===== config.mk =====
export PLATFORM = sky130hd
export DESIGN_NAME = dma_pool_event_scheduler
export DESIGN_NICKNAME = d
export VERILOG_FILES = /design/src/rtl/example_register_pkg.sv /design/src/rtl/pool_rr_arbiter.sv /design/src/rtl/dma_pool_event_scheduler.sv
export SDC_FILE = /design/constraint.sdc
export NUM_CORES = 1
export LEC_CHECK = 0
export ABC_AREA = 1
export CAP_MARGIN = 10
export CELL_PAD_IN_SITES_DETAIL_PLACEMENT = 1
export CELL_PAD_IN_SITES_GLOBAL_PLACEMENT = 2
export CORE_AREA = 2 2 259 235
export CTS_CLUSTER_DIAMETER = 60
export DETAILED_ROUTE_END_ITERATION = 7
export DIE_AREA = 0 0 261 237
export GPL_TIMING_DRIVEN = 1
export PLACE_DENSITY = 0.83
export SETUP_SLACK_MARGIN = 0.15
export SLEW_MARGIN = 20
export SYNTH_ARGS = -nofsm -noshare
export SYNTH_HDL_FRONTEND = slang
export SYNTH_SLANG_ARGS = --single-unit

===== constraint.sdc =====
create_clock -name clk -period 8.8 [get_ports clk]
set_clock_uncertainty 0.15 [all_clocks]
set_input_delay 2.2 -clock clk [delete_from_list [all_inputs] [get_ports clk]]
set_output_delay 2.2 -clock clk [all_outputs]
set_load 0.01 [all_outputs]

===== src/rtl/example_register_pkg.sv =====
// example_register_pkg: shared register/descriptor types for the DMA pool event scheduler
// Contents:
//   sched_state_t         - scheduler FSM state
//   dma_pool_descriptor_t - readable register image of one pool
//   pool_event_t          - per-pool event state (buffer ID, pending, sequence)
package example_register_pkg;

    localparam int EVT_ID_BITS = 16;
    localparam int SUB_BITS    = 32;
    localparam int SEQ_BITS    = 32;
    localparam int DROP_BITS   = 16;

    typedef enum logic {
        S_IDLE,
        S_COMMIT
    } sched_state_t;

    typedef struct packed {
        logic                   enabled;
        logic [SUB_BITS-1:0]    client_subscription;
        logic [EVT_ID_BITS-1:0] event_buffer;
        logic                   event_pending;
        logic [SEQ_BITS-1:0]    sequence_number;
        logic [DROP_BITS-1:0]   drop_count;
    } dma_pool_descriptor_t;

    typedef struct packed {
        logic [EVT_ID_BITS-1:0] buffer_id;
        logic                   pending;
        logic [SEQ_BITS-1:0]    sequence_number;
    } pool_event_t;

endpackage


===== src/rtl/pool_rr_arbiter.sv =====
// pool_rr_arbiter: combinational round-robin pick among pool requests
// Ports:
//   req   - request vector, one bit per pool
//   ptr   - pool index where the search starts
//   grant - one-hot grant (all zero when nothing requests)
//   idx   - index of the granted pool (0 when nothing requests)
module pool_rr_arbiter #(
    parameter int N  = 4,
    parameter int IW = (N > 1) ? $clog2(N) : 1
) (
    input  logic [N-1:0]  req,
    input  logic [IW-1:0] ptr,
    output logic [N-1:0]  grant,
    output logic [IW-1:0] idx
);

    logic [IW-1:0] c;
    logic          hit;

    // Scan farthest-first so the candidate closest to ptr is the last writer.
    always_comb begin
        grant = '0;
        idx   = '0;
        hit   = 1'b0;
        c     = '0;
        for (int k = N - 1; k >= 0; k--) begin
            c = IW'((int'(ptr) + k) % N);
            if (req[c]) begin
                idx = c;
                hit = 1'b1;
            end
        end
        grant[idx] = hit;
    end

endmodule


===== src/rtl/dma_pool_event_scheduler.sv =====
// dma_pool_event_scheduler: round-robin scheduler turning pool buffer-ready requests into latched events
// Ports:
//   clk, areset_n        - clock, asynchronous active-low reset
//   req_valid/req_ready  - per-pool request handshake
//   req_buffer_id        - buffer ID per pool request
//   req_client           - target client index per pool request
//   pool_enabled         - descriptor enable bits
//   pool_ack             - per-pool acknowledge pulse
//   pool_subscription    - per-pool client subscription masks
//   event_buffer         - latched event buffer ID per pool
//   event_pending        - event latched, awaiting acknowledge
//   sequence_number      - delivered-event count per pool
//   drop_count           - saturating count of requests for unsubscribed clients
//   subscription_ready   - no pool has an event pending
module dma_pool_event_scheduler
    import example_register_pkg::*;
#(
    parameter int NUM_POOLS      = 4,
    parameter int BUFFER_ID_BITS = 16,
    parameter int NUM_CLIENTS    = 32,
    localparam int CLIENT_BITS   = $clog2(NUM_CLIENTS)
) (
    input  logic                                clk,
    input  logic                                areset_n,
    input  logic [NUM_POOLS-1:0]                req_valid,
    output logic [NUM_POOLS-1:0]                req_ready,
    input  logic [NUM_POOLS*BUFFER_ID_BITS-1:0] req_buffer_id,
    input  logic [NUM_POOLS*CLIENT_BITS-1:0]    req_client,
    input  logic [NUM_POOLS-1:0]                pool_enabled,
    input  logic [NUM_POOLS-1:0]                pool_ack,
    input  logic [NUM_POOLS*NUM_CLIENTS-1:0]    pool_subscription,
    output logic [NUM_POOLS*BUFFER_ID_BITS-1:0] event_buffer,
    output logic [NUM_POOLS-1:0]                event_pending,
    output logic [NUM_POOLS*SEQ_BITS-1:0]       sequence_number,
    output logic [DROP_BITS-1:0]                drop_count,
    output logic                                subscription_ready
);

    localparam int IW = (NUM_POOLS > 1) ? $clog2(NUM_POOLS) : 1;

    sched_state_t                  state, state_nx;
    logic [IW-1:0]                 gnt_idx, rr_ptr, arb_idx;
    logic [NUM_POOLS-1:0]          eligible, arb_grant;
    logic                          arb_any, fire, sub_hit;
    pool_event_t [NUM_POOLS-1:0]   ev;
    logic [BUFFER_ID_BITS-1:0]     bid [NUM_POOLS];
    logic [CLIENT_BITS-1:0]        cli [NUM_POOLS];
    logic [NUM_CLIENTS-1:0]        msk [NUM_POOLS];

    genvar g;
    generate
        for (g = 0; g < NUM_POOLS; g++) begin : g_pool
            assign bid[g] = req_buffer_id[g*BUFFER_ID_BITS +: BUFFER_ID_BITS];
            assign cli[g] = req_client[g*CLIENT_BITS +: CLIENT_BITS];
            assign msk[g] = pool_subscription[g*NUM_CLIENTS +: NUM_CLIENTS];
            assign event_buffer[g*BUFFER_ID_BITS +: BUFFER_ID_BITS] = BUFFER_ID_BITS'(ev[g].buffer_id);
            assign event_pending[g] = ev[g].pending;
            assign sequence_number[g*SEQ_BITS +: SEQ_BITS] = ev[g].sequence_number;
        end
    endgenerate

    assign eligible           = req_valid & pool_enabled & ~event_pending;
    assign arb_any            = |arb_grant;
    assign subscription_ready = ~|event_pending;
    // A pool disabled between grant and commit is skipped without a transfer.
    assign fire               = (state == S_COMMIT) && pool_enabled[gnt_idx];
    assign sub_hit            = msk[gnt_idx][cli[gnt_idx]];

    pool_rr_arbiter #(
        .N  (NUM_POOLS),
        .IW (IW)
    ) u_arb (
        .req   (eligible),
        .ptr   (rr_ptr),
        .grant (arb_grant),
        .idx   (arb_idx)
    );

    always_comb begin
        state_nx  = state;
        req_ready = '0;
        if (state == S_IDLE) begin
            state_nx = arb_any ? S_COMMIT : S_IDLE;
        end else begin
            state_nx           = S_IDLE;
            req_ready[gnt_idx] = pool_enabled[gnt_idx];
        end
    end

    always_ff @(posedge clk or negedge areset_n) begin
        if (!areset_n) begin
            state      <= S_IDLE;
            gnt_idx    <= '0;
            rr_ptr     <= '0;
            drop_count <= '0;
            ev         <= '0;
        end else begin
            state <= state_nx;
            if (state == S_IDLE && arb_any) gnt_idx <= arb_idx;
            if (fire) begin
                rr_ptr <= (gnt_idx == IW'(NUM_POOLS - 1)) ? '0 : gnt_idx + 1'b1;
                if (!sub_hit && drop_count != '1) drop_count <= drop_count + 1'b1;
            end
            // Granted pools always have pending clear, so a commit never races its own ack.
            for (int i = 0; i < NUM_POOLS; i++) begin
                if (fire && sub_hit && gnt_idx == IW'(i)) begin
                    ev[i].buffer_id       <= EVT_ID_BITS'(bid[gnt_idx]);
                    ev[i].pending         <= 1'b1;
                    ev[i].sequence_number <= ev[i].sequence_number + 1'b1;
                end else if (pool_ack[i] || !pool_enabled[i]) begin
                    ev[i].pending <= 1'b0;
                end
            end
        end
    end

endmodule


==> impl_metrics.csv <==
group,metric,value,unit
clock_network,root_buffer,"clkbuf_16",
worst_hold_path,hold_depth,2,
timing,fin_crit,6.617,ns
setup_path,crit_path_end_kind,"output port",
die,design.core.area,59340,um2
routing,dr.pass1.iters,8,
place,place.gp.congestion,0.9500,
routing,drt-total-wl,68640,um
setup_path,reg2reg_slack,3.65,ns
die,initial_utilization,24.75,%
logic_synthesis,synth_nets,2351,
final_layout,multi_input_area,8148,um2
global_route,grt_usage,21.92,%
die,die_area,61860,um2
run_status,run_status,"complete, no violations",
routing,vias,16460,
logic_synthesis,ys_types,37,
logic_synthesis,syn_avg_cell_area,6.940,um2
final_layout,mostFrequentLayoutCells,"nand2_1 (778), clkdlybuf4s50_1 (441), dfrtp_1 (215), nand4_1 (211), nor2_1 (180)",
setup_path,cp.depth,8,
place,dp_hpwl,49660,um
timing,slew_headroom,33.98,%
setup_path,r2r_end,"sequence_number[122]",
timing,fin_setup_tns,0,ns
worst_hold_path,hold_path_class,"flop to flop",
setup_path,crit_start,"pool_enabled[2]",
setup_path,cp_num_buf_inv,3,
timing,tightest_slew,0.9904,ns
clock_network,cts_resized,0,
global_route,grt_pass1_vias,17010,
global_route,grt_pass1_wl,104800,um
place,place_area,19630,um2
final_layout,fill_cells,7284,
logic_synthesis,synth_warnings,0,
setup_path,path_delay_family,"buffers and inverters",
timing,report.final.slew_viol_count,0,
logic_synthesis,async_flop_share,100.0,%
final_layout,regArea,5435,um2
setup_path,cp_data_required_time,6.45,ns
logic_synthesis,ys_seq_elements,217,
logic_synthesis,netlist_area,14690,um2
final_layout,drive_above_1_share,4.527,%
setup_path,cp_max_fo,9,
global_route,antenna_found_initial,2,
clock_network,clock_latency,0.54,ns
routing,drc,0,
setup_path,arrival,4.27,ns
setup_path,reg2reg_from,"gnt_idx[0]",
clock_network,tritoncts,"built",
clock_network,cts_buffers,35,
clock_network,htree_num_levels,2,
routing,drtIter0Drc,1029,
clock_network,cts.sinks,217,
timing,post-route-period-util,75.19,%
final_layout,stdcell_area,20920,um2
global_route,grt_overflow,0,
final_layout,fin_nets,2728,
power_and_ir_drop,p_leak,9.532,nW
routing,ant_nets,0,
final_layout,layout_commonest_cell,"nand2_1",
setup_path,critical_path_class,"input pin to output port",
logic_synthesis,synth_edf_count,0,
power_and_ir_drop,pwr_density_cell,276.3,nW/um2
global_route,grt_max_degree,128,
power_and_ir_drop,ir_drop,230.3,uV
setup_path,crit_slowest_cell,"clkdlybuf4s50_1",
setup_path,start_kind,"input pin",
clock_network,max-clock-path-buffers,3,
clock_network,cts.reportedPaths.clkPinSlew,0.05,ns
timing,fmax,0.1511,GHz
setup_path,critPathMaxStageDelay,0.57,ns
flow_run,cap_violations,0,
setup_path,path_cells,"clkdlybuf4s50_1 -> inv_1 -> a21oi_1 -> o21ai_1 -> o21ai_1 -> nand2_2 -> nor2_4 -> clkdlybuf4s50_1",
clock_network,cts_setup_buffers,0,
timing,setup_viol,0,
timing,rsz0062_at_grt,"false",
clock_network,cts_hold_buf,0,
logic_synthesis,synthFlopType,"dfrtp_1",
logic_synthesis,netlist_instances,2116,
setup_path,r2r.worst_path.cells,15,
die,num_io_pins,443,
die,die_h,237,um
die,die_w,261,um
routing,routed_via_density,4.986,
place,port_buffers,442,
routing,routedWlPerCell,20.79,um
logic_synthesis,ys_seq_area_share,36.98,%
timing,hold_viol_final,0,
die,rows,85,
timing,whs,0.3214,ns
final_layout,area_growth,42.43,%
setup_path,worstSetupEndpoint,"req_ready[1]",
worst min path at each step:
stage                                start          endpoint  slack, ns
final                     event_buffer[51]  event_buffer[51]       0.32
after global routing      event_buffer[10]  event_buffer[10]       0.35
after CTS                 event_buffer[54]  event_buffer[54]       0.33
after detailed placement  event_buffer[54]  event_buffer[54]       0.31
after global placement     event_buffer[8]   event_buffer[8]       0.30
after floorplan                      state             state       0.31
area by class of cell:
type | instances | area share, %
Timing Repair Buffer | 466 | 22.10
Sequential cell | 217 | 25.99
Clock buffer | 41 | 4.540
Inverter | 119 | 2.142
Tap cell | 783 | 4.684
Clock inverter | 21 | 1.585
Multi-Input combinational cell | 1654 | 38.95
Antenna cell | 1 | 0.01196
per-layer routing:
metal  wire [um]  vias up  part of all wire (%)  global-route usage (%)
li1            -     7762                     -                       -
met1       31290     8144                    46                   30.07
met2       31030      451                    45                   34.17
met3        4326      106                   6.3                   4.881
met4        1993        0                   2.9                   6.784
met5           0        -                     0                       0
cell usage after synthesis (5+ instances only):
library cell	count	area, um2
a21oi_1	10	50.05
buf_2	65	325.3
buf_4	21	157.7
buf_6	10	112.6
clkbuf_1	30	112.6
dfrtp_1	217	5430
ha_1	9	112.6
inv_1	115	431.7
nand2_1	778	2920
nand2_2	5	31.28
nand3_1	121	605.6
nand4_1	211	1320
nor2_1	180	675.7
nor3_1	67	335.3
nor4_1	26	162.7
o21ai_0	60	300.3
o21ai_1	6	30.03
o22ai_1	16	100.1
xnor2_1	33	289.0
xor2_1	102	893.4
state kept, by name, summed over array words and instances (netlist names):
name	count
event_pending	4
gnt_idx	2
sequence_number	128
state	1
event_buffer	64
drop_count	16
rr_ptr	2
per-stage QoR:
step | utilization [%] | worst slack [ns] | std cells | total power [W]
after floorplan | - | 3.302 | 2116 | 0.003053
after global placement | 33.05 | 2.109 | 3239 | 0.004223
after detailed placement | 33.07 | 2.154 | 3239 | 0.004281
after CTS | 35.23 | 2.147 | 3301 | 0.005860
after global routing | 35.25 | 2.008 | 3302 | 0.006170
final | 35.25 | 2.183 | 3302 | 0.005779
tightest hold or removal path: cells and delay by family (launching register included):
family / cells / cell delay, ns
flops: 1 / 0.34
simple gates: 2 / 0.11
logic make-up after synthesis:
family / synth area share [%]
AOI/OAI and AO/OA: 3.919
and+or+nand+nor: 42.42
xor gates and xnor gates: 8.052
buffers and inverters: 7.864
adders and majority gates: 0.7668
DFF: 36.98
report_power, final:
| part | switching [W] | internal (W) |
|---|---|---|
| logic | 0.00208 | 0.000819 |
| registers | 0.000180 | 0.00116 |
| clock network | 0.000550 | 0.000988 |
Note: power is estimated with default switching activity, not from simulation.
